--- src/rtl/fifo_axi_write_issuer_pkg.sv ---
// axi_pkg: shared AXI encodings, issuer state type and command-FIFO field offsets.
// Command entry layout, LSB first: burst[1:0], size[4:2], len[12:5], addr, then id in the top bits.
package axi_pkg;
    localparam logic [1:0] BURST_FIXED = 2'b00;
    localparam logic [1:0] BURST_INCR  = 2'b01;
    localparam logic [1:0] BURST_WRAP  = 2'b10;

    localparam logic [1:0] RESP_OKAY   = 2'b00;
    localparam logic [1:0] RESP_EXOKAY = 2'b01;
    localparam logic [1:0] RESP_SLVERR = 2'b10;
    localparam logic [1:0] RESP_DECERR = 2'b11;

    typedef enum logic [1:0] {IDLE, ADDR, DATA, RESP} state_t;

    localparam int AWF_BURST_LSB = 0;
    localparam int AWF_SIZE_LSB  = 2;
    localparam int AWF_LEN_LSB   = 5;
    localparam int AWF_ADDR_LSB  = 13;
endpackage

--- src/rtl/fifo_axi_write_issuer_if.sv ---
// fifo_axi_write_issuer_if: FIFO-side and AXI write-channel signals of the write issuer.
// master: issuer view (pops command/data FIFOs, drives AW/W, accepts B, pushes response FIFO).
// slave: environment view (FIFOs and AXI slave).
interface fifo_axi_write_issuer_if #(
    parameter int ADDR_WIDTH = 32,
    parameter int DATA_WIDTH = 32,
    parameter int ID_WIDTH   = 4
);
    localparam int AWF_WIDTH = ID_WIDTH + ADDR_WIDTH + 8 + 3 + 2;
    localparam int WF_WIDTH  = DATA_WIDTH + DATA_WIDTH / 8;

    logic [AWF_WIDTH-1:0]    aw_fifo_head;
    logic                    aw_fifo_empty;
    logic                    aw_fifo_read_en;
    logic [WF_WIDTH-1:0]     w_fifo_head;
    logic                    w_fifo_empty;
    logic                    w_fifo_read_en;
    logic [ID_WIDTH+1:0]     b_fifo_data_in;
    logic                    b_fifo_full;
    logic                    b_fifo_write_en;
    logic [ID_WIDTH-1:0]     awid;
    logic [ADDR_WIDTH-1:0]   awaddr;
    logic [7:0]              awlen;
    logic [2:0]              awsize;
    logic [1:0]              awburst;
    logic                    awvalid;
    logic                    awready;
    logic [DATA_WIDTH-1:0]   wdata;
    logic [DATA_WIDTH/8-1:0] wstrb;
    logic                    wlast;
    logic                    wvalid;
    logic                    wready;
    logic [ID_WIDTH-1:0]     bid;
    logic [1:0]              bresp;
    logic                    bvalid;
    logic                    bready;
    logic                    busy;

    modport master (
        input  aw_fifo_head, aw_fifo_empty, w_fifo_head, w_fifo_empty, b_fifo_full,
               awready, wready, bid, bresp, bvalid,
        output aw_fifo_read_en, w_fifo_read_en, b_fifo_data_in, b_fifo_write_en,
               awid, awaddr, awlen, awsize, awburst, awvalid,
               wdata, wstrb, wlast, wvalid, bready, busy
    );

    modport slave (
        output aw_fifo_head, aw_fifo_empty, w_fifo_head, w_fifo_empty, b_fifo_full,
               awready, wready, bid, bresp, bvalid,
        input  aw_fifo_read_en, w_fifo_read_en, b_fifo_data_in, b_fifo_write_en,
               awid, awaddr, awlen, awsize, awburst, awvalid,
               wdata, wstrb, wlast, wvalid, bready, busy
    );
endinterface

--- src/rtl/fifo_axi_write_issuer.sv ---
// fifo_axi_write_issuer: pops commands/beats from FIFOs and issues one AXI4 write at a time.
// Ports: clk (rising edge), clr (async active-low reset), bus (fifo_axi_write_issuer_if.master:
// command/data/response FIFO handshakes, AW/W/B channels, busy).
module fifo_axi_write_issuer
    import axi_pkg::*;
#(
    parameter int ADDR_WIDTH = 32,
    parameter int DATA_WIDTH = 32,
    parameter int ID_WIDTH   = 4,
    parameter int AWF_WIDTH  = ID_WIDTH + ADDR_WIDTH + 8 + 3 + 2,
    parameter int WF_WIDTH   = DATA_WIDTH + DATA_WIDTH / 8
) (
    input logic clk,
    input logic clr,
    fifo_axi_write_issuer_if.master bus
);
    localparam int STRB_WIDTH = DATA_WIDTH / 8;

    state_t                state;
    logic                  awvalid_q;
    logic [ID_WIDTH-1:0]   awid_q;
    logic [ADDR_WIDTH-1:0] awaddr_q;
    logic [7:0]            awlen_q;
    logic [2:0]            awsize_q;
    logic [1:0]            awburst_q;
    logic [8:0]            beat_cnt;
    logic                  in_data;
    logic                  wvalid;
    logic                  wlast;
    logic                  w_hs;
    logic                  bready;
    logic                  b_hs;

    assign in_data = state == DATA;
    assign wvalid  = in_data && !bus.w_fifo_empty;
    assign wlast   = in_data && beat_cnt == {1'b0, awlen_q};
    assign w_hs    = wvalid && bus.wready;
    assign bready  = state == RESP && !bus.b_fifo_full;
    assign b_hs    = bready && bus.bvalid;

    assign bus.aw_fifo_read_en = state == IDLE && !bus.aw_fifo_empty;
    assign bus.w_fifo_read_en  = w_hs;
    assign bus.b_fifo_write_en = b_hs;
    // Response is forwarded straight from the slave; zeroed outside RESP so idle outputs read 0.
    assign bus.b_fifo_data_in  = state == RESP ? {bus.bid, bus.bresp} : '0;
    assign bus.awvalid = awvalid_q;
    assign bus.awid    = awid_q;
    assign bus.awaddr  = awaddr_q;
    assign bus.awlen   = awlen_q;
    assign bus.awsize  = awsize_q;
    assign bus.awburst = awburst_q;
    assign bus.wdata   = in_data ? bus.w_fifo_head[WF_WIDTH-1 -: DATA_WIDTH] : '0;
    assign bus.wstrb   = in_data ? bus.w_fifo_head[STRB_WIDTH-1:0] : '0;
    assign bus.wlast   = wlast;
    assign bus.wvalid  = wvalid;
    assign bus.bready  = bready;
    assign bus.busy    = state != IDLE;

    always_ff @(posedge clk or negedge clr) begin
        if (!clr) begin
            state     <= IDLE;
            awvalid_q <= 1'b0;
            awid_q    <= '0;
            awaddr_q  <= '0;
            awlen_q   <= '0;
            awsize_q  <= '0;
            awburst_q <= '0;
            beat_cnt  <= '0;
        end else begin
            case (state)
                IDLE: if (!bus.aw_fifo_empty) begin
                    awid_q    <= bus.aw_fifo_head[AWF_WIDTH-1 -: ID_WIDTH];
                    awaddr_q  <= bus.aw_fifo_head[AWF_ADDR_LSB +: ADDR_WIDTH];
                    awlen_q   <= bus.aw_fifo_head[AWF_LEN_LSB +: 8];
                    awsize_q  <= bus.aw_fifo_head[AWF_SIZE_LSB +: 3];
                    awburst_q <= bus.aw_fifo_head[AWF_BURST_LSB +: 2];
                    awvalid_q <= 1'b1;
                    state     <= ADDR;
                end
                ADDR: if (bus.awready) begin
                    awvalid_q <= 1'b0;
                    beat_cnt  <= '0;
                    state     <= DATA;
                end
                // 9-bit counter: a 256-beat burst ends at 255 and the increment cannot wrap.
                DATA: if (w_hs) begin
                    beat_cnt <= beat_cnt + 9'd1;
                    if (wlast) state <= RESP;
                end
                default: if (b_hs) state <= IDLE;
            endcase
        end
    end
endmodule

--- src/flat_wrapper.sv ---
// flat-port wrapper written by rule: the top's interface ports become plain ports
module fifo_axi_write_issuer_flat import axi_pkg::*;
#(
    parameter int ADDR_WIDTH = 32,
    parameter int DATA_WIDTH = 32,
    parameter int ID_WIDTH   = 4,
    parameter int AWF_WIDTH  = ID_WIDTH + ADDR_WIDTH + 8 + 3 + 2,
    parameter int WF_WIDTH   = DATA_WIDTH + DATA_WIDTH / 8
)
  (clk, clr, bus_aw_fifo_head, bus_aw_fifo_empty, bus_w_fifo_head, bus_w_fifo_empty, bus_b_fifo_full, bus_awready, bus_wready, bus_bid, bus_bresp, bus_bvalid, bus_aw_fifo_read_en, bus_w_fifo_read_en, bus_b_fifo_data_in, bus_b_fifo_write_en, bus_awid, bus_awaddr, bus_awlen, bus_awsize, bus_awburst, bus_awvalid, bus_wdata, bus_wstrb, bus_wlast, bus_wvalid, bus_bready, bus_busy);
  fifo_axi_write_issuer_if #(.ADDR_WIDTH(ADDR_WIDTH), .DATA_WIDTH(DATA_WIDTH), .ID_WIDTH(ID_WIDTH)) bus_i ();
  input logic clk;
  input logic clr;
  input wire logic [$bits(bus_i.aw_fifo_head)-1:0] bus_aw_fifo_head;
  input wire logic [$bits(bus_i.aw_fifo_empty)-1:0] bus_aw_fifo_empty;
  input wire logic [$bits(bus_i.w_fifo_head)-1:0] bus_w_fifo_head;
  input wire logic [$bits(bus_i.w_fifo_empty)-1:0] bus_w_fifo_empty;
  input wire logic [$bits(bus_i.b_fifo_full)-1:0] bus_b_fifo_full;
  input wire logic [$bits(bus_i.awready)-1:0] bus_awready;
  input wire logic [$bits(bus_i.wready)-1:0] bus_wready;
  input wire logic [$bits(bus_i.bid)-1:0] bus_bid;
  input wire logic [$bits(bus_i.bresp)-1:0] bus_bresp;
  input wire logic [$bits(bus_i.bvalid)-1:0] bus_bvalid;
  output wire logic [$bits(bus_i.aw_fifo_read_en)-1:0] bus_aw_fifo_read_en;
  output wire logic [$bits(bus_i.w_fifo_read_en)-1:0] bus_w_fifo_read_en;
  output wire logic [$bits(bus_i.b_fifo_data_in)-1:0] bus_b_fifo_data_in;
  output wire logic [$bits(bus_i.b_fifo_write_en)-1:0] bus_b_fifo_write_en;
  output wire logic [$bits(bus_i.awid)-1:0] bus_awid;
  output wire logic [$bits(bus_i.awaddr)-1:0] bus_awaddr;
  output wire logic [$bits(bus_i.awlen)-1:0] bus_awlen;
  output wire logic [$bits(bus_i.awsize)-1:0] bus_awsize;
  output wire logic [$bits(bus_i.awburst)-1:0] bus_awburst;
  output wire logic [$bits(bus_i.awvalid)-1:0] bus_awvalid;
  output wire logic [$bits(bus_i.wdata)-1:0] bus_wdata;
  output wire logic [$bits(bus_i.wstrb)-1:0] bus_wstrb;
  output wire logic [$bits(bus_i.wlast)-1:0] bus_wlast;
  output wire logic [$bits(bus_i.wvalid)-1:0] bus_wvalid;
  output wire logic [$bits(bus_i.bready)-1:0] bus_bready;
  output wire logic [$bits(bus_i.busy)-1:0] bus_busy;
  assign bus_i.aw_fifo_head = bus_aw_fifo_head;
  assign bus_i.aw_fifo_empty = bus_aw_fifo_empty;
  assign bus_i.w_fifo_head = bus_w_fifo_head;
  assign bus_i.w_fifo_empty = bus_w_fifo_empty;
  assign bus_i.b_fifo_full = bus_b_fifo_full;
  assign bus_i.awready = bus_awready;
  assign bus_i.wready = bus_wready;
  assign bus_i.bid = bus_bid;
  assign bus_i.bresp = bus_bresp;
  assign bus_i.bvalid = bus_bvalid;
  assign bus_aw_fifo_read_en = bus_i.aw_fifo_read_en;
  assign bus_w_fifo_read_en = bus_i.w_fifo_read_en;
  assign bus_b_fifo_data_in = bus_i.b_fifo_data_in;
  assign bus_b_fifo_write_en = bus_i.b_fifo_write_en;
  assign bus_awid = bus_i.awid;
  assign bus_awaddr = bus_i.awaddr;
  assign bus_awlen = bus_i.awlen;
  assign bus_awsize = bus_i.awsize;
  assign bus_awburst = bus_i.awburst;
  assign bus_awvalid = bus_i.awvalid;
  assign bus_wdata = bus_i.wdata;
  assign bus_wstrb = bus_i.wstrb;
  assign bus_wlast = bus_i.wlast;
  assign bus_wvalid = bus_i.wvalid;
  assign bus_bready = bus_i.bready;
  assign bus_busy = bus_i.busy;
  fifo_axi_write_issuer #(.ADDR_WIDTH(ADDR_WIDTH), .DATA_WIDTH(DATA_WIDTH), .ID_WIDTH(ID_WIDTH), .AWF_WIDTH(AWF_WIDTH), .WF_WIDTH(WF_WIDTH)) u_core (.clk(clk), .clr(clr), .bus(bus_i));
endmodule
--- config.mk ---
export PLATFORM = sky130hd
export DESIGN_NAME = fifo_axi_write_issuer_flat
export DESIGN_NICKNAME = d
export VERILOG_FILES = /design/src/rtl/fifo_axi_write_issuer_pkg.sv /design/src/rtl/fifo_axi_write_issuer_if.sv /design/src/rtl/fifo_axi_write_issuer.sv /design/src/flat_wrapper.sv
export SDC_FILE = /design/constraint.sdc
export NUM_CORES = 1
export LEC_CHECK = 0
export CAP_MARGIN = 40
export CORE_UTILIZATION = 36
export DETAILED_ROUTE_END_ITERATION = 6
export PLACE_DENSITY = 0.83
export SYNTH_ARGS = -nofsm -noshare
export SYNTH_HDL_FRONTEND = slang
export SYNTH_SLANG_ARGS = --single-unit
--- constraint.sdc ---
create_clock -name clk -period 2.35 [get_ports clk]
set_clock_uncertainty 0.15 [all_clocks]
set_input_delay 0.235 -clock clk [delete_from_list [all_inputs] [get_ports clk]]
set_output_delay 0.235 -clock clk [all_outputs]
set_load 0.02 [all_outputs]
Word level (Yosys, flattened, before mapping)
Index checks and enable logic that the tools add are counted.

word-level totals
  memories kept = 0
  bits in writable memories = 0
  ROM bits = 0
  input port bits = 99
  latch bits = 0
  logic and storage cells = 51
  register bits = 61

operators by class
  multipliers = 0
  $add $sub $neg = 1
  reductions and logical operators = 18
  div/mod/pow operators = 0
  equality and inequality tests = 8
  shift-type cells = 0
  magnitude comparators = 0
  multiplexer cells = 15
  bitwise operators = 1

operators with widths
  cell                 count
  $mux 32              1
  $mux 9               2
  $pmux 9 s2           1
  $mux 2               5
  $add 9x1->9 const B  1
  $eq 9x8->1           1
  $ne 2x2->1 const B   4
  $logic_and 1x1->1    6
  $mux 6               1
  $pmux 2 s3           1
  $reduce_and 3->1     2
  $reduce_bool 2->1    3
  $reduce_and 5->1     1
  $eq 2x2->1 const B   2
  $mux 4               1
  $reduce_bool 4->1    1
  $logic_not 1->1      3
  $eq 2x1->1 const B   1
  $logic_not 2->1      1
  $mux 1               2
  $pmux 1 s2           1
  $reduce_and 2->1     1
  $not 1->1            1

Longest topological paths before layout
  depth in word-level cells = 5
  depth in mapped cells = 8

Worst setup path after synthesis
No wires, ideal clock.

  kind = register -> output
  start = register u_core.state[0]
  end = output port bus_wlast
  data arrival time = 1707 ps
  stages on the path, launching flop included = 6
  buffers on the path = 1
  data required time = 1965 ps
  path slack = 258 ps
  cells stage by stage = dfrtp_1 > inv_1 > ha_1 > buf_2 > inv_1 > nor4_1

on the way
  word-level cells in the longest chain between the ends = 2

ends and longest elaborated chain
  element                 line                         RTL
  from (decl)             fifo_axi_write_issuer.sv:19  state_t state;
  from (signal assigned)  fifo_axi_write_issuer.sv:61  state <= IDLE;
  from (signal assigned)  fifo_axi_write_issuer.sv:78  state <= ADDR;
  from (signal assigned)  fifo_axi_write_issuer.sv:83  state <= DATA;
  $eq 2x2->1              fifo_axi_write_issuer.sv:34  assign in_data = state == DATA;
  $logic_and 1x1->1       fifo_axi_write_issuer.sv:36  assign wlast = in_data && beat_cnt == {1'b0, awlen_q};
  to (decl)               flat_wrapper.sv:36           output wire logic [$bits(bus_i.wlast)-1:0] bus_wlast;

No other way between the ends.

Worst setup path in the final report
  start = register u_core.state[0]
  end = output port bus_busy

on the way
  word-level cells in the longest chain between the ends = 1

ends and longest elaborated chain
  element            line                         RTL
  $reduce_bool 2->1  fifo_axi_write_issuer.sv:57  assign bus.busy = state != IDLE;
  to (decl)          flat_wrapper.sv:39           output wire logic [$bits(bus_i.busy)-1:0] bus_busy;

No other way between the ends.

==> metrics <==
initial antenna violation count 0; number of H-tree levels 3; setup repair after global routing missed its margin false; final core occ 0.668; die span in y approximately 90 µm; grt total ovfl 0; CP Data Required Time 1.97 ns; Startpoint Class register; Core ar. 0.00781 mm²; Yosys warning count 0; FF/Latch Area 0.00153 mm²; IO Pins 198; RePlAce Congestion 0.802; post-synthesis cell area 0.00293 mm²; Max Cap Viol 0; clk slew on worst S/H paths around 0.06 ns; Routed Antenna Nets 0; Post-CTS Setup Repair Bufs 0; cts bufs inserted 9; average wire per standard cell 14.6 µm; Iter 0 DRT Violations 61; Worst Hold Depth 1; leakage 2.37 nW; first-pass GRT wire length 12,800 µm; sequential share of the synthesized area 0.522; arrival time at the worst endpoint 1.84 ns; Avg Cell Area, Syn 12.1 µm²; syn_nets 346; Final period util 0.946; Tightest Pin Transition 0.755 ns; dominant cells by area after synthesis dfrtp_1, mux2_2, and2_1, xor2_1, ha_1; Setup TNS 0 ns; worst-path maximum fanout 4; vias per cell 4.52; Die Area 0.00849 mm²; Die W 92.1 µm; Pins Over Slew Limit 0; Hold Path Class register to register; GRT Util Overall 0.194; count of cell types in the netlist 31; synth-to-layout area growth 78.3%; Syn Inst Count ~240; worst r2r path cells 9; setup violators final 0; DRC viols 0; hpwl dp 6430 µm; Final min period 2.22 ns; IO buf count slightly below 200; CTS tree yes; Starting Density 0.375; area of the multi-input gates ~0.0013 mm²; fin nets 557; PD cells 1160 mW/mm²; Max clock buf depth 2; share of layout cells above drive strength 1 0.184; Final Power 6.06 mW; top cell type's share of synthesized area 0.522; CTS sink count 61; vias after detailed routing about 2,500; Max-slew headroom 0.497; root buf cell clkbuf_8; kind of critical path register to primary output; largest net degree at the start of global routing 62; Yosys top cell by area dfrtp_1; DRT Wirelength slightly above 8000 µm; outcome finished clean; CP endpoint kind primary output; #FFs+latches synth 61; final hold vios 0; Skew-Pair Late Insertion Delay 0.32 ns; drt pass-1 iters 4; number of antenna diodes 0; Peak VDD IR 652 µV; Max Clock Freq 450 MHz; row count 32; number of global-route vias before repair 2,616; number of fillers in the final layout ~620
-- sequential cells by signal, indices dropped and copies added (netlist names) --
| signal | cells |
|---|---|
| u_core.bus.awvalid | 1 |
| u_core.bus.awsize | 3 |
| u_core.bus.awburst | 2 |
| u_core.beat_cnt | 9 |
| u_core.state | 2 |
| u_core.bus.awlen | 8 |
| u_core.bus.awid | 4 |
| u_core.bus.awaddr | 32 |
-- cell families (layout without fill, tap and decap cells) --
logic type,Yosys count,count (layout),share of synthesized area
adder cells (fa/ha/maj),5,5,0.0214
buffers and inverters,16,231,0.0257
multiplexers,52,52,0.199
XOR/XNOR,12,12,0.0359
AND/OR/NAND/NOR,84,84,0.171
AO/OA/AOI/OAI,12,12,0.0248
flip-flops,61,61,0.522
-- per-stage QoR --
step	instance area, µm²	std cells	hold WS [ns]	setup WS (ns)
final	5220	559	0.353	0.128
after global routing	5220	559	0.352	0.00422
after CTS	5210	559	0.352	0.00465
after detailed placement	5060	543	0.296	0.0712
after global placement	5060	543	0.284	0.0867
after floorplan	2930	242	-0.211	0.258
-- worst paths after layout --
check                                           start                    end  slack, ns
worst min register to register  u_core.bus.awaddr[20]  u_core.bus.awaddr[20]       0.35
worst max-delay path                  u_core.state[0]               bus_busy       0.13
min in group asynchronous                         clr   u_core.bus.awaddr[6]       0.44
max in group asynchronous                         clr  u_core.bus.awaddr[16]       1.09
worst max register to register        u_core.state[0]     u_core.beat_cnt[3]       0.19
worst min-delay path            u_core.bus.awaddr[20]  u_core.bus.awaddr[20]       0.35
-- critical path: stages, from the launching register on --
cell	delay, ns
dfrtp_1	0.40
inv_1	0.08
ha_1	0.25
inv_1	0.15
clkdlybuf4s50_1	0.64
-- cells in the mapped netlist --
cell / number
dfrtp_1: 61
mux2_2: 50
and2_1: 43
nand2_1: 12
nor2_1: 10
xor2_1: 8
buf_2: 6
inv_1: 6
o21ai_0: 6
ha_1: 5
xnor2_1: 4
a21oi_1: 3
clkbuf_1: 3
nand3_1: 3
nor3_1: 3
and3b_4: 2
mux2i_1: 2
nor4_1: 2
and2b_1: 1
buf_6: 1
nand2b_1: 1
nand4_1: 1
nor2b_1: 1
nor4_2: 1
nor4_4: 1
o2111ai_1: 1
o21ai_2: 1
o32a_1: 1
or2b_1: 1
or3_1: 1
or4_1: 1
-- layout make-up --
type,count,area share
Timing Repair Buffer,210,0.389
Sequential cell,61,0.293
Multi-Input combinational cell,165,0.256
Clock buffer,14,0.0331
Tap cell,102,0.0245
Inverter,6,0.00432
Clock inverter,1,0.000959
-- routing by layer --
metal,vias to the layer above,part of all wire,GRT usage
met1,1204,0.40,0.221
met3,11,0.059,0.0647
met5,-,0,0
met2,78,0.53,0.345
li1,1236,-,-
met4,0,0.012,0.0560
-- cell usage in the layout (no fill, tap or decap), types with 4 or more instances in the layout --
cell	netlist	layout
and2_1	43	43
xor2_1	8	8
dfrtp_1	61	61
clkdlybuf4s50_1	0	156
mux2_2	50	50
dlygate4sd2_1	0	37
xnor2_1	4	4
nand2_1	12	12
clkbuf_8	0	12
inv_1	6	6
buf_4	0	11
nor2_1	10	9
o21ai_0	6	6
ha_1	5	4
-- power breakdown --
| group | total [mW] | internal, mW | switching [mW] |
|---|---|---|---|
| Clock | 0.826 | 0.463 | 0.363 |
| Combinational | 3.44 | 1.79 | 1.66 |
| Sequential | 1.79 | 1.52 | 0.271 |
| Total | 6.06 | 3.77 | 2.29 |
-- timing repair --
action                                  4_1_cts  5_1_grt
endpoints found under the setup margin       38        4
hold endpoints to repair                     61        0
hold buffers                                  1        0
resized for setup                            41        5
Power figures use the tool's default switching activity.
